===== src/rtl/sat_pkg.sv =====
// Shared types and literal helpers for the DPLL solver tile.
package sat_pkg;

    // Widest literal the helpers accept; instances narrow via the lw argument.
    localparam int unsigned MAX_LIT_W = 16;

    typedef enum logic [2:0] {
        ST_IDLE      = 3'd0,
        ST_DECIDE    = 3'd1,
        ST_SCAN      = 3'd2,
        ST_BACKTRACK = 3'd3,
        ST_DONE      = 3'd4
    } state_t;

    typedef enum logic [1:0] {
        RES_NONE  = 2'd0,
        RES_SAT   = 2'd1,
        RES_UNSAT = 2'd2,
        RES_LIMIT = 2'd3
    } result_t;

    // Variable index held in the low lw-1 bits of a literal.
    function automatic int unsigned lit_var(input logic [MAX_LIT_W-1:0] lit,
                                            input int unsigned lw);
        logic [MAX_LIT_W-1:0] mask;
        mask = (MAX_LIT_W'(1) << (lw - 1)) - MAX_LIT_W'(1);
        return 32'(lit & mask);
    endfunction

    // Negate flag held in the top bit of a literal.
    function automatic logic lit_neg(input logic [MAX_LIT_W-1:0] lit,
                                     input int unsigned lw);
        logic [MAX_LIT_W-1:0] sh;
        sh = lit >> (lw - 1);
        return sh[0];
    endfunction

    // Index 0 or beyond the variable count marks an unused slot.
    function automatic logic lit_is_pad(input int unsigned v, input int unsigned nv);
        return (v == 0) || (v > nv);
    endfunction

endpackage


===== src/rtl/sat_clause_eval.sv =====
// Combinational falsification check of one clause row.
module sat_clause_eval
    import sat_pkg::*;
#(
    parameter int unsigned COLS_PER_ROW = 4,
    parameter int unsigned LIT_WIDTH    = 6,
    parameter int unsigned NUM_VARS     = 8
) (
    input  logic [COLS_PER_ROW*LIT_WIDTH-1:0] row,
    input  logic [NUM_VARS:1]                 assigned,
    input  logic [NUM_VARS:1]                 values,
    output logic                              falsified_c
);

    localparam int unsigned VW = $clog2(NUM_VARS + 1);

    logic any_real;
    logic all_false;

    // Row is falsified when it has a real literal and every real literal is assigned false.
    always_comb begin
        any_real  = 1'b0;
        all_false = 1'b1;
        for (int s = 0; s < int'(COLS_PER_ROW); s++) begin
            logic [MAX_LIT_W-1:0] lit;
            int unsigned          v;
            logic                 n;
            lit = MAX_LIT_W'(row[s*LIT_WIDTH +: LIT_WIDTH]);
            v   = lit_var(lit, LIT_WIDTH);
            n   = lit_neg(lit, LIT_WIDTH);
            if (!lit_is_pad(v, NUM_VARS)) begin
                any_real = 1'b1;
                if (!(assigned[VW'(v)] && (values[VW'(v)] == n))) begin
                    all_false = 1'b0;
                end
            end
        end
        falsified_c = any_real && all_false;
    end

endmodule


===== src/rtl/sat_dpll_node.sv =====
// One DPLL solver tile: clause memory, chronological backtracking search, conflict budget.
module sat_dpll_node
    import sat_pkg::*;
#(
    parameter int unsigned NUM_CLAUSES  = 16,
    parameter int unsigned COLS_PER_ROW = 4,
    parameter int unsigned NUM_VARS     = 8,
    parameter int unsigned LIT_WIDTH    = 6,
    parameter string       INIT_FILE    = "",
    parameter int unsigned CNT_W        = 32
) (
    input  logic                                 clk,
    input  logic                                 rst_n,
    input  logic                                 start,
    input  logic                                 abort,
    input  logic                                 cfg_we,
    input  logic [$clog2(NUM_CLAUSES)-1:0]       cfg_addr,
    input  logic [COLS_PER_ROW*LIT_WIDTH-1:0]    cfg_wdata,
    input  logic [$clog2(NUM_CLAUSES+1)-1:0]     num_clauses,
    input  logic [CNT_W-1:0]                     conflict_limit,
    output logic                                 done,
    output logic                                 result_sat,
    output logic [1:0]                           result_code,
    output logic [NUM_VARS:1]                    assigned,
    output logic [NUM_VARS:1]                    values,
    output logic [CNT_W-1:0]                     cycle_count,
    output logic [CNT_W-1:0]                     conflict_count,
    output logic [2:0]                           state_out
);

    localparam int unsigned AW  = $clog2(NUM_CLAUSES);
    localparam int unsigned NCW = $clog2(NUM_CLAUSES + 1);
    localparam int unsigned RW  = COLS_PER_ROW * LIT_WIDTH;
    localparam int unsigned VW  = $clog2(NUM_VARS + 1);
    localparam int unsigned SPW = $clog2(NUM_VARS + 1);
    localparam int unsigned TW  = (NUM_VARS > 1) ? $clog2(NUM_VARS) : 1;

    // Clause storage; contents survive reset and are written only by the host.
    logic [RW-1:0] mem [NUM_CLAUSES];

    state_t               state_q, state_d;
    result_t              result_q, result_d;
    logic [NUM_VARS:1]    assigned_q, assigned_d;
    logic [NUM_VARS:1]    values_q, values_d;
    logic [VW-1:0]        trail_var_q [NUM_VARS];
    logic [VW-1:0]        trail_var_d [NUM_VARS];
    logic [NUM_VARS-1:0]  trail_flip_q, trail_flip_d;
    logic [SPW-1:0]       sp_q, sp_d;
    logic [AW-1:0]        row_q, row_d;
    logic [NCW-1:0]       nc_q, nc_d;
    logic [CNT_W-1:0]     limit_q, limit_d;
    logic [CNT_W-1:0]     cycle_q, cycle_d;
    logic [CNT_W-1:0]     conf_q, conf_d;
    logic                 done_q;
    logic                 result_sat_q;

    logic                 active;
    logic                 row_fals_c;
    logic                 row_in_range;
    logic                 row_last;
    logic [TW-1:0]        top_idx;
    logic [VW-1:0]        top_var;
    logic [VW-1:0]        pick_var;
    logic                 pick_found;

    // Host row writes, accepted only while the engine is parked.
    always_ff @(posedge clk) begin
        if (cfg_we && (state_q == ST_IDLE || state_q == ST_DONE)
            && (32'(cfg_addr) < NUM_CLAUSES)) begin
            mem[cfg_addr] <= cfg_wdata;
        end
    end

    sat_clause_eval #(
        .COLS_PER_ROW (COLS_PER_ROW),
        .LIT_WIDTH    (LIT_WIDTH),
        .NUM_VARS     (NUM_VARS)
    ) u_eval (
        .row         (mem[row_q]),
        .assigned    (assigned_q),
        .values      (values_q),
        .falsified_c (row_fals_c)
    );

    assign active       = (state_q == ST_DECIDE) || (state_q == ST_SCAN) || (state_q == ST_BACKTRACK);
    assign row_in_range = 32'(row_q) < 32'(nc_q);
    assign row_last     = (32'(row_q) + 32'd1) >= 32'(nc_q);
    assign top_idx      = TW'(sp_q - SPW'(1));
    assign top_var      = trail_var_q[top_idx];

    // Lowest-numbered unassigned variable for the next decision.
    always_comb begin
        pick_var   = '0;
        pick_found = 1'b0;
        for (int i = int'(NUM_VARS); i >= 1; i--) begin
            if (!assigned_q[VW'(i)]) begin
                pick_var   = VW'(i);
                pick_found = 1'b1;
            end
        end
    end

    // Next-state and datapath updates for the search engine.
    always_comb begin
        state_d      = state_q;
        result_d     = result_q;
        assigned_d   = assigned_q;
        values_d     = values_q;
        trail_var_d  = trail_var_q;
        trail_flip_d = trail_flip_q;
        sp_d         = sp_q;
        row_d        = row_q;
        nc_d         = nc_q;
        limit_d      = limit_q;
        cycle_d      = cycle_q;
        conf_d       = conf_q;

        if (active) begin
            cycle_d = cycle_q + CNT_W'(1);
        end

        if (active && abort) begin
            state_d    = ST_IDLE;
            result_d   = RES_NONE;
            assigned_d = '0;
            sp_d       = '0;
        end else begin
            case (state_q)
                ST_IDLE, ST_DONE: begin
                    if (start) begin
                        assigned_d   = '0;
                        values_d     = '0;
                        cycle_d      = '0;
                        conf_d       = '0;
                        sp_d         = '0;
                        trail_flip_d = '0;
                        row_d        = '0;
                        result_d     = RES_NONE;
                        limit_d      = conflict_limit;
                        nc_d         = (32'(num_clauses) > NUM_CLAUSES) ? NCW'(NUM_CLAUSES) : num_clauses;
                        state_d      = ST_DECIDE;
                    end
                end
                ST_DECIDE: begin
                    if (pick_found) begin
                        assigned_d[pick_var]         = 1'b1;
                        values_d[pick_var]           = 1'b0;
                        trail_var_d[TW'(sp_q)]       = pick_var;
                        trail_flip_d[TW'(sp_q)]      = 1'b0;
                        sp_d                         = sp_q + SPW'(1);
                        row_d                        = '0;
                        state_d                      = ST_SCAN;
                    end else begin
                        result_d = RES_SAT;
                        state_d  = ST_DONE;
                    end
                end
                ST_SCAN: begin
                    if (row_fals_c && row_in_range) begin
                        conf_d = conf_q + CNT_W'(1);
                        if ((limit_q != '0) && (conf_d == limit_q)) begin
                            result_d = RES_LIMIT;
                            state_d  = ST_DONE;
                        end else begin
                            state_d = ST_BACKTRACK;
                        end
                    end else if (row_last) begin
                        if (&assigned_q) begin
                            result_d = RES_SAT;
                            state_d  = ST_DONE;
                        end else begin
                            state_d = ST_DECIDE;
                        end
                    end else begin
                        row_d = row_q + AW'(1);
                    end
                end
                ST_BACKTRACK: begin
                    if (sp_q == '0) begin
                        result_d = RES_UNSAT;
                        state_d  = ST_DONE;
                    end else if (trail_flip_q[top_idx]) begin
                        assigned_d[top_var] = 1'b0;
                        values_d[top_var]   = 1'b0;
                        sp_d                = sp_q - SPW'(1);
                    end else begin
                        values_d[top_var]     = 1'b1;
                        trail_flip_d[top_idx] = 1'b1;
                        row_d                 = '0;
                        state_d               = ST_SCAN;
                    end
                end
                default: begin
                    state_d = ST_IDLE;
                end
            endcase
        end
    end

    // State and datapath registers.
    always_ff @(posedge clk or negedge rst_n) begin
        if (!rst_n) begin
            state_q      <= ST_IDLE;
            result_q     <= RES_NONE;
            assigned_q   <= '0;
            values_q     <= '0;
            for (int i = 0; i < int'(NUM_VARS); i++) begin
                trail_var_q[i] <= '0;
            end
            trail_flip_q <= '0;
            sp_q         <= '0;
            row_q        <= '0;
            nc_q         <= '0;
            limit_q      <= '0;
            cycle_q      <= '0;
            conf_q       <= '0;
            done_q       <= 1'b0;
            result_sat_q <= 1'b0;
        end else begin
            state_q      <= state_d;
            result_q     <= result_d;
            assigned_q   <= assigned_d;
            values_q     <= values_d;
            trail_var_q  <= trail_var_d;
            trail_flip_q <= trail_flip_d;
            sp_q         <= sp_d;
            row_q        <= row_d;
            nc_q         <= nc_d;
            limit_q      <= limit_d;
            cycle_q      <= cycle_d;
            conf_q       <= conf_d;
            done_q       <= (state_d == ST_DONE);
            result_sat_q <= (result_d == RES_SAT);
        end
    end

    assign done           = done_q;
    assign result_sat     = result_sat_q;
    assign result_code    = result_q;
    assign assigned       = assigned_q;
    assign values         = values_q;
    assign cycle_count    = cycle_q;
    assign conflict_count = conf_q;
    assign state_out      = state_q;

endmodule


===== config.mk =====
export PLATFORM = sky130hd
export DESIGN_NAME = sat_dpll_node
export DESIGN_NICKNAME = d
export VERILOG_FILES = /design/src/rtl/sat_pkg.sv /design/src/rtl/sat_clause_eval.sv /design/src/rtl/sat_dpll_node.sv
export SDC_FILE = /design/constraint.sdc
export NUM_CORES = 1
export LEC_CHECK = 0
export BUFFER_PORTS_ARGS = -buffer_cell sky130_fd_sc_hd__buf_2
export CORE_MARGIN = 1
export CORE_UTILIZATION = 55
export CTS_CLUSTER_DIAMETER = 150
export DETAILED_ROUTE_END_ITERATION = 10
export HOLD_SLACK_MARGIN = 0.12
export PLACE_DENSITY_LB_ADDON = 0.25
export SYNTH_ARGS = -nofsm -noshare
export SYNTH_HDL_FRONTEND = slang
export SYNTH_HIERARCHICAL = 1
export SYNTH_SLANG_ARGS = --single-unit
export TNS_END_PERCENT = 100

===== constraint.sdc =====
create_clock -name clk -period 6 [get_ports clk]
set_clock_uncertainty 0.2 [all_clocks]
set_input_delay 0.3 -clock clk [delete_from_list [all_inputs] [get_ports clk]]
set_output_delay 0.3 -clock clk [all_outputs]
set_load 0.005 [all_outputs]

==> impl_metrics.py, run 1 <==
metrics = {
    "timing": {
        "drv_slew": 0,
        "finalHoldViolations": 0,
        "min_period_over_period_pct": 87.9,
        "fmax_mhz": 190,
        "rsz0062_at_grt": "false",
        "fin_crit_ns": 5.27,
        "final.setup.tns_ns": 0,
        "max_slew_margin_pct": 22.2,
        "setup_viol": 0,
        "worstMarginPinSlew_ns": 1.16,
    },
    "logic_synthesis": {
        "syn-num-nets": 1806,
        "ys_seq_area_share_pct": 63.3,
        "synth_ff_type": "edfxtp_1",
        "ys_async_sr_fraction_pct": 29.9,
        "ys_top_cells_by_area": "edfxtp_1 47%, dfrtp_1 17%, mux4_2 12%",
        "synth_edf_count": 384,
        "yosys_warnings": 6,
        "synth_top_family_by_area": "multiplexers",
        "yosys.area_share.simple_pct": 10.7,
        "yosysTopAreaCell": "edfxtp_1",
        "syn-cell-area_mm2": 0.0247,
        "synthMuxAreaShare_pct": 14.2,
        "postSynthAreaPerCell_um2": 14.3,
        "syn_inst": 1722,
        "synth_top_area_share_pct": 46.7,
        "yosys.area_share.xor_xnor_pct": 3.22,
        "ys_seq_elements": 548,
        "synth.distinct_cells": 77,
        "synthAdderAreaFrac_pct": 0.709,
        "synth_compound_area_share_pct": 5.66,
    },
    "finish": {
        "nFillCells": 3136,
        "drive_gt1_share_pct": 23.3,
        "seq_area_mm2": 0.0156,
        "fin_nets": 2027,
        "multi_input_area_mm2": 0.00860,
        "area_growth_syn_to_layout_pct": 15.8,
    },
    "die": {
        "row_count": 77,
        "die_y_um": 214,
        "die_area_mm2": 0.0458,
        "start_util_pct": 55.9,
        "die_w_um": 214,
        "core_mm2": 0.0442,
        "ios": 157,
    },
    "drt": {
        "drt-total-wl_mm": 61.1,
        "ant_nets": 0,
        "first_pass_iters": 5,
        "wl_per_cell_um": 23.6,
        "via_per_inst": 6.19,
        "drt_iter0_drc": 1622,
        "num_vias": 16000,
        "drc_errors": 0,
    },
    "clock_network": {
        "cts_max_path_buffers": 3,
        "cts_setup_buffers": 0,
        "root_buffer": "clkbuf_16",
        "cts_tree": "yes",
        "htree_levels": 2,
        "cts_resized": 0,
        "clock_latency_ns": 0.62,
        "cts_made_buffers": 55,
        "hold_buffers": 71,
        "clk_pin_slew_ns": 0.06,
        "clkSinkCount": 548,
    },
    "power_and_ir_drop": {
        "power_w": 0.00903,
        "ir_worst_vdd_uv": 244,
        "power_leakage_nw": 10.5,
        "p_per_area_mw_per_mm2": 316,
    },
    "critical_path": {
        "endpoint_kind": "flip-flop",
        "criticalPathCategory": "flip-flop to flip-flop",
        "cp_max_fo": 18,
        "cp-start-kind": "flip-flop",
        "crit_arrival_ns": 5.58,
        "crit_required_ns": 6.30,
    },
    "outcome": {
        "status": "completed",
    },
    "grt": {
        "overflow": 0,
        "grt_use_total_pct": 26.9,
        "grt_pass1_vias": 16200,
        "grt_pass1_wl_mm": 94.8,
        "grt_max_degree": 95,
        "antenna_found_initial": 1,
    },
    "hold_path": {
        "hold_path.class": "input port to asynchronous set/reset pin",
    },
    "placed_design": {
        "dpl.hpwl_mm": 38.0,
        "port_buffers": 156,
        "place_congestion": 0.897,
    },
    "flow_run": {
        "drv_cap": 0,
    },
}
-- critical path, stage by stage (launching register included) --
cell	delay, ns
dfrtp_4	0.61
buf_4	0.37
mux4_2	0.54
mux4_2	0.61
mux2i_1	0.18
mux4_2	0.49
nor2_1	0.10
a31oi_1	0.05
o31a_1	0.26
nor4_1	0.49
o21ai_2	0.26
nand2b_1	0.56
o41ai_1	0.43
-- per-layer routing --
layer  GRT usage (%)  vias up  wire length, µm
met4            7.48        0             1280
met3            4.41      111             4560
met2            44.0      688            29900
li1                -     7034                -
met1            37.7     8150            25300
met5               0        -                0
-- flip-flops by register name (all words and copies together), names as in the netlist, 4 cells and up --
name	cells
sp_q	4
row_q	4
trail_flip_q	8
trail_var_q	24
conflict_count	32
limit_q	32
nc_q	5
mem	384
cycle_count	32
assigned	8
values	8
-- path summary, 6_finish.rpt --
path / from / end / slack, ns / cells past startpoint
worst max-delay path: row_q[0]$_DFFE_PN0P_ / conflict_count[16]$_DFFE_PN0P_ / 0.73 / 12
worst min-delay path: rst_n / trail_var_q[17]$_DFFE_PN0P_ / 0.16 / 2
worst max register to register: row_q[0]$_DFFE_PN0P_ / conflict_count[16]$_DFFE_PN0P_ / 0.73 / 12
min in group clk: cfg_addr[1] / mem[6][10]$_DFFE_PP_ / 0.18 / 3
worst min register to register: trail_var_q[13]$_DFFE_PN0P_ / trail_var_q[13]$_DFFE_PN0P_ / 0.30 / 1
max in group asynchronous: rst_n / cycle_count[28]$_DFF_PN0_ / 3.93 / 3
-- layout make-up --
class / count / area share, %
sequential: 548 / 54.7
clock inverter: 38 / 1.19
multi-input combinational: 1056 / 30.1
antenna: 1 / 0.00875
timing repair buffer: 258 / 6.18
clock buffer: 65 / 4.94
inverter: 24 / 0.315
tap: 592 / 2.59
-- placed cells by master (no fill, tap or decap), types with 6 or more instances in the layout --
cell type      count
and3_1            14
nor2_2             8
ha_1              14
clkbuf_1          10
o21ai_0          100
nand3b_1           7
nand2b_1          11
nor2_1           100
mux2_2            25
mux2i_1           19
dfrtp_1          161
edfxtp_1         384
nor2b_1            9
a31oi_1           18
nor4_1            21
or3_1              8
o31ai_1           21
xor2_1            45
nand4_1           27
buf_4             28
clkbuf_16         55
and2_1            15
clkinv_1          13
nand3_1           42
clkinv_2          16
o211ai_1           7
dlygate4sd3_1     71
mux4_2           134
nand2_1          209
o41ai_1            6
inv_1             24
nor3_1            32
buf_2            155
xnor2_1           43
a21oi_1           32
and4_1             7
-- report_power, final --
part | leakage, nW | internal, W | switching, W
clock | 0.859 | 0.00187 | 0.00145
combinational | 3.96 | 0.000561 | 0.000745
sequential | 5.67 | 0.00422 | 0.000184
total | 10.5 | 0.00665 | 0.00238
-- synth_stat cells (9+ instances only) --
cell type	n
a21oi_1	32
a31oi_1	18
and2_1	16
and3_1	14
buf_1	13
buf_6	11
clkbuf_1	60
dfrtp_1	164
edfxtp_1	384
ha_1	14
inv_1	24
mux2_2	25
mux2i_1	19
mux4_2	134
nand2_1	209
nand2b_1	11
nand3_1	42
nand4_1	27
nor2_1	112
nor2b_1	9
nor3_1	36
nor4_1	21
o21ai_0	100
o31ai_1	21
xnor2_1	43
xor2_1	45
-- metrics by stage --
stage	utilization [%]	instances	worst slack, ns	hold slack (ns)	area [µm²]
detailed placement	59.1	2407	0.758	0.260	26100
CTS	64.7	2581	0.710	0.159	28600
global route	64.7	2582	0.326	0.179	28600
floorplan	-	1722	0.515	-0.196	24700
finish	64.7	2582	0.727	0.164	28600
global placement	59.1	2407	0.884	0.247	26100
-- cells by family after synthesis --
kind of cell    Yosys count
simple gates            546
flops                   548
buf+inv                 118
compound gates          228
mux                     179
xor+xnor                 89
fa+ha+maj                14
Power figures use the tool's default switching activity.
==> run 2: changes to the inputs <==
--- a/config.mk
+++ b/config.mk
@@ -6,14 +6,14 @@
 export NUM_CORES = 1
 export LEC_CHECK = 0
 export BUFFER_PORTS_ARGS = -buffer_cell sky130_fd_sc_hd__buf_2
+export CORE_ASPECT_RATIO = 1.1
 export CORE_MARGIN = 1
 export CORE_UTILIZATION = 55
 export CTS_CLUSTER_DIAMETER = 150
 export DETAILED_ROUTE_END_ITERATION = 10
 export HOLD_SLACK_MARGIN = 0.12
-export PLACE_DENSITY_LB_ADDON = 0.25
+export PLACE_DENSITY_LB_ADDON = 0.08
 export SYNTH_ARGS = -nofsm -noshare
 export SYNTH_HDL_FRONTEND = slang
 export SYNTH_HIERARCHICAL = 1
 export SYNTH_SLANG_ARGS = --single-unit
-export TNS_END_PERCENT = 100
==> run 2 against run 1 <==
Against the previous run: global-route usage rose by 0.57 points; power rose by 1.9%; setup slack got worse by 0.18 ns; flip-flop and latch count did not move; first-iteration DRC count fell by 31%; combinational power rose by 5%; clock power rose by 3%; hold slack improved by 0.018 ns; critical path type unchanged; critical endpoint is now conflict_count[24]$_DFFE_PN0P_; largest power group unchanged.
==> impl_metrics.py, run 2 (synthesized netlist as in run 1, its figures left out) <==
metrics = {
    "finish": {
        "antennaDiodeCount": 0,
        "largest_reg_flops": 384,
        "top_register": "mem",
        "area_growth_syn_to_layout_pct": 16.7,
        "fin_nets": 2041,
        "seq_area_mm2": 0.0156,
        "multi_input_area_mm2": 0.00864,
        "drive_gt1_share_pct": 23.2,
        "nFillCells": 3253,
        "most-common-layout-cells": "384 x edfxtp_1, 209 x nand2_1, 161 x dfrtp_1",
        "mostFrequentLayoutCell": "edfxtp_1",
        "fin_util_pct": 64.9,
    },
    "timing": {
        "final.setup.tns_ns": 0,
        "min_period_over_period_pct": 90.8,
        "whs_ns": 0.182,
        "fmax_mhz": 183,
        "drv_slew": 0,
        "rsz0062_at_grt": "false",
        "finalHoldViolations": 0,
        "max_slew_margin_pct": 20.6,
        "setup_ws_ns": 0.550,
        "fin_crit_ns": 5.45,
        "setup_viol": 0,
        "worstMarginPinSlew_ns": 1.19,
    },
    "critical_path": {
        "crit_arrival_ns": 5.71,
        "endpoint_kind": "flip-flop",
        "cp_max_fo": 34,
        "r2r_cells": 16,
        "cp-start-kind": "flip-flop",
        "crit_required_ns": 6.26,
        "criticalPathCategory": "flip-flop to flip-flop",
    },
    "outcome": {
        "status": "completed",
    },
    "clock_network": {
        "root_buffer": "clkbuf_16",
        "cts_made_buffers": 55,
        "clk_pin_slew_ns": 0.06,
        "cts_resized": 0,
        "cts_setup_buffers": 0,
        "htree_levels": 2,
        "cts_tree": "yes",
        "clock_latency_ns": 0.61,
        "clkSinkCount": 548,
        "cts_max_path_buffers": 3,
    },
    "die": {
        "die_area_mm2": 0.0458,
        "start_util_pct": 55.7,
        "die_w_um": 204,
        "die_y_um": 224,
        "ios": 157,
        "row_count": 81,
        "core_mm2": 0.0444,
    },
    "drt": {
        "wl_per_cell_um": 23.6,
        "via_per_inst": 6.02,
        "first_pass_iters": 5,
        "drt-total-wl_mm": 61.1,
        "drt_iter0_drc": 1124,
        "ant_nets": 0,
        "num_vias": 15600,
        "drc_errors": 0,
    },
    "hold_path": {
        "hold_path.class": "input port to asynchronous set/reset pin",
    },
    "grt": {
        "overflow": 0,
        "grt_pass1_vias": 15900,
        "antenna_found_initial": 0,
        "grt_max_degree": 100,
        "grt_use_total_pct": 27.5,
        "grt_pass1_wl_mm": 94.1,
    },
    "power_and_ir_drop": {
        "power_leakage_nw": 10.6,
        "p_per_area_mw_per_mm2": 319,
        "ir_worst_vdd_uv": 384,
    },
    "placed_design": {
        "port_buffers": 156,
        "post-place-ws_ns": 0.629,
        "dpl.hpwl_mm": 37.7,
        "place_congestion": 0.892,
    },
    "flow_run": {
        "drv_cap": 0,
    },
}
-- run 2: layout make-up --
class	instances	share of cell area, %
sequential	548	54.3
timing repair buffer	272	6.65
inverter	24	0.313
multi-input combinational	1056	30.0
clock inverter	24	0.829
clock buffer	79	5.44
tap	581	2.52
-- run 2: repair_timing --
action,CTS,global route
endpoints found under the hold margin,536,0
hold buffers,88,0
setup endpoints to repair,0,0
-- run 2: per-stage QoR --
stage          total power (W)  instances  instance area [µm²]
2_1_floorplan          0.00533       1722                24700
3_3_place_gp           0.00573       2393                26100
3_5_place_dp           0.00576       2393                26100
4_1_cts                0.00927       2584                28800
5_1_grt                0.00956       2584                28800
6_report               0.00921       2584                28800
-- run 2: final timing paths --
kind,start,end,slack (ns)
setup / recovery,row_q[0]$_DFFE_PN0P_,conflict_count[24]$_DFFE_PN0P_,0.55
hold / removal,rst_n,trail_var_q[1]$_DFFE_PN0P_,0.18
setup reg to reg,row_q[0]$_DFFE_PN0P_,conflict_count[24]$_DFFE_PN0P_,0.55
hold reg to reg,trail_flip_q[7]$_DFFE_PN0P_,trail_flip_q[7]$_DFFE_PN0P_,0.30
max in group asynchronous,rst_n,row_q[1]$_DFFE_PN0P_,3.85
min in group clk,conflict_limit[14],limit_q[14]$_DFFE_PN0P_,0.23
-- run 2: critical path, cell delays in order (launching register included) --
cell	delay (ns)
dfrtp_4	0.82
buf_4	0.37
mux4_2	0.53
mux4_2	0.55
nor3_1	0.50
xor2_1	0.14
o22ai_1	0.18
o22ai_1	0.10
o31a_1	0.11
nor4_1	0.45
o21ai_2	0.25
nor2_1	0.15
buf_4	0.24
nor2_1	0.07
buf_4	0.27
o21ai_0	0.22
o41ai_1	0.10
-- run 2: metal layers --
| layer | wire (µm) | share of wire [%] | vias up | GRT usage, % |
|---|---|---|---|---|
| met5 | 0 | 0 | - | 0 |
| met4 | 1800 | 3.0 | 0 | 9.82 |
| met3 | 2970 | 4.9 | 114 | 3.78 |
| met2 | 31600 | 52 | 463 | 47.9 |
| met1 | 24700 | 41 | 7920 | 35.3 |
| li1 | - | - | 7054 | - |
-- run 2: where the power goes --
group	leakage [nW]	total, W	internal [W]	switching, W
Combinational	4.04	0.00137	0.000612	0.000754
Sequential	5.67	0.00441	0.00422	0.000191
Clock	0.886	0.00343	0.00199	0.00144
==> run 3: changes to the inputs <==
--- a/config.mk
+++ b/config.mk
@@ -9,7 +9,6 @@
 export CORE_ASPECT_RATIO = 1.1
 export CORE_MARGIN = 1
 export CORE_UTILIZATION = 55
-export CTS_CLUSTER_DIAMETER = 150
 export DETAILED_ROUTE_END_ITERATION = 10
 export HOLD_SLACK_MARGIN = 0.12
 export PLACE_DENSITY_LB_ADDON = 0.08
==> constraint.sdc (replaced) <==
create_clock -name clk -period 6 [get_ports clk]
set_clock_uncertainty 0.2 [all_clocks]
set_input_delay 1.2 -clock clk [delete_from_list [all_inputs] [get_ports clk]]
set_output_delay 1.2 -clock clk [all_outputs]
set_load 0.005 [all_outputs]
==> run 3 against run 2 <==
Against the previous run: first-iteration DRC count increased by 24%; setup slack improved by 0.057 ns; die area did not move; critical path depth unchanged; fmax up 1.0%; sequential share of layout area is 1.6 points higher; largest cell class unchanged; via count down 0.42%; register-to-register slack better by 0.06 ns; clock power rose by 1%; clock-buffer cell count down 5; combinational power is 7% lower; non-clock buffer count fell by 83.
==> impl_metrics.py, run 3 (synthesized netlist as in run 1, its figures left out) <==
metrics = {
    "outcome": {
        "status": "completed",
    },
    "drt": {
        "first_pass_iters": 5,
        "drc_errors": 0,
        "drt-total-wl_mm": 61.2,
        "drt_iter0_drc": 1390,
        "ant_nets": 0,
        "via_per_inst": 6.19,
        "wl_per_cell_um": 24.5,
        "num_vias": 15500,
    },
    "placed_design": {
        "dpl.hpwl_mm": 38.3,
        "post-place-ws_ns": 0.672,
        "place_congestion": 0.904,
        "port_buffers": 156,
        "placed_area_mm2": 0.0262,
    },
    "power_and_ir_drop": {
        "combPwrFrac_pct": 13.9,
        "intPower_w": 0.00678,
        "ir_worst_vdd_uv": 271,
        "power_leakage_nw": 10.2,
        "seq_power_share_pct": 48.2,
        "clockPowerShare_pct": 37.9,
        "p_per_area_mw_per_mm2": 327,
        "p_sw_w": 0.00237,
        "p_sw_share_pct": 25.9,
    },
    "grt": {
        "grt_pass1_wl_mm": 93.8,
        "grt_use_total_pct": 27.5,
        "grt_max_degree": 77,
        "grt_pass1_vias": 15600,
        "overflow": 0,
        "antenna_found_initial": 2,
    },
    "critical_path": {
        "crit_chain": "buf_12 -> mux4_2 -> mux4_2 -> nor3_1 -> nor3_1 -> o211ai_1 -> and4_1 -> o21ai_0 -> nor4_1 -> o21ai_2 -> nor2_1 -> buf_4 -> nor2_1 -> buf_4 -> o21ai_0 -> o21ai_0",
        "criticalPathCategory": "flip-flop to flip-flop",
        "endpoint_kind": "flip-flop",
        "path_buf_inv": 3,
        "cp_top_family": "simple AND/OR/NAND/NOR gates",
        "cp-start-kind": "flip-flop",
        "crit_arrival_ns": 5.63,
        "ff2ff_setup_slack_ns": 0.61,
        "cp_slowest_cell": "dfrtp_4",
        "cpMostUsedCell": "o21ai_0",
        "crit_required_ns": 6.24,
        "max_stage_delay_ns": 0.79,
        "cp_max_fo": 34,
    },
    "clock_network": {
        "cts_max_path_buffers": 3,
        "cts_made_buffers": 55,
        "clock_latency_ns": 0.61,
        "cts_resized": 0,
        "htree_levels": 2,
        "cts_setup_buffers": 0,
        "clk_pin_slew_ns": 0.06,
        "hold_buffers": 0,
        "root_buffer": "clkbuf_16",
        "cts_tree": "yes",
        "clkSinkCount": 548,
    },
    "finish": {
        "largest_reg_flops": 384,
        "final_area_mm2": 0.0280,
        "area_growth_syn_to_layout_pct": 13.3,
        "most-common-layout-cells": "384 x edfxtp_1, 209 x nand2_1, 161 x dfrtp_1",
        "top_register": "mem",
        "drive_gt1_share_pct": 24.5,
        "fin_nets": 1958,
        "nFillCells": 3310,
        "mostFrequentLayoutCell": "edfxtp_1",
    },
    "timing": {
        "min_period_over_period_pct": 89.9,
        "finalHoldViolations": 0,
        "fin_crit_ns": 5.39,
        "setup_viol": 0,
        "final.setup.tns_ns": 0,
        "fmax_mhz": 185,
        "drv_slew": 0,
        "setup_ws_ns": 0.606,
        "worstMarginPinSlew_ns": 1.18,
        "max_slew_margin_pct": 21.0,
        "rsz0062_at_grt": "false",
        "whs_ns": 0.300,
    },
    "hold_path": {
        "hold_path.class": "flip-flop to flip-flop",
    },
    "die": {
        "ios": 157,
        "core_mm2": 0.0444,
        "die_area_mm2": 0.0458,
        "start_util_pct": 55.7,
        "row_count": 81,
        "die_w_um": 204,
        "die_y_um": 224,
    },
    "flow_run": {
        "drv_cap": 0,
    },
}
## run 3: changes by cell type in the layout (fill, tap and decap cells not counted), sizes merged
cell and change:
dlygate4sd3 -88, buf +5, clkbuf -5, inv +2, bufinv +1, clkinv -1, clkinvlp +1, diode +1
## run 3: final timing paths
kind,start,to,depth (start not counted)
setup / recovery,row_q[0]$_DFFE_PN0P_,conflict_count[10]$_DFFE_PN0P_,16
hold reg to reg,trail_flip_q[1]$_DFFE_PN0P_,trail_flip_q[1]$_DFFE_PN0P_,2
max in group asynchronous,rst_n,cycle_count[9]$_DFF_PN0_,2
setup reg to reg,row_q[0]$_DFFE_PN0P_,conflict_count[10]$_DFFE_PN0P_,16
hold / removal,trail_flip_q[1]$_DFFE_PN0P_,trail_flip_q[1]$_DFFE_PN0P_,2
min in group asynchronous,rst_n,trail_var_q[2]$_DFFE_PN0P_,1
## run 3: layout make-up
class	count	area (µm²)	area share [%]
Antenna cell	1	2.50	0.00894
Clock buffer	74	1540	5.51
Clock inverter	27	288	1.03
Inverter	24	90.1	0.322
Multi-Input combinational cell	1056	8640	30.9
Sequential cell	548	15600	55.9
Tap cell	581	727	2.60
Timing Repair Buffer	189	1060	3.79
## run 3: worst min-delay path, delay by kind of cell (launching register included)
family	cells	cell delay (ns)
flops	1	0.33
compound gates	2	0.13
## run 3: power by group through the flow
| stage | Sequential [W] | Combinational, W | Clock, W |
|---|---|---|---|
| floorplan | 0.00439 | 0.000936 | 0 |
| global placement | 0.00448 | 0.00125 | 0 |
| detailed placement | 0.00449 | 0.00127 | 0 |
| CTS | 0.00441 | 0.00128 | 0.00353 |
| global route | 0.00443 | 0.00140 | 0.00368 |
| finish | 0.00441 | 0.00127 | 0.00347 |
## run 3: per-layer routing
metal	vias to the layer above	track usage [%]	part of all wire, %
li1	6912	-	-
met1	7942	36.6	41
met2	521	47.0	51
met3	110	3.62	5.4
met4	0	9.03	2.5
met5	-	0	0
## run 3: through the flow
| stage | total power, W | std cells | utilization [%] |
|---|---|---|---|
| floorplan | 0.00533 | 1722 | - |
| global placement | 0.00573 | 2398 | 58.9 |
| detailed placement | 0.00575 | 2398 | 58.9 |
| CTS | 0.00922 | 2499 | 63.1 |
| global route | 0.00950 | 2499 | 63.1 |
| finish | 0.00915 | 2500 | 63.1 |
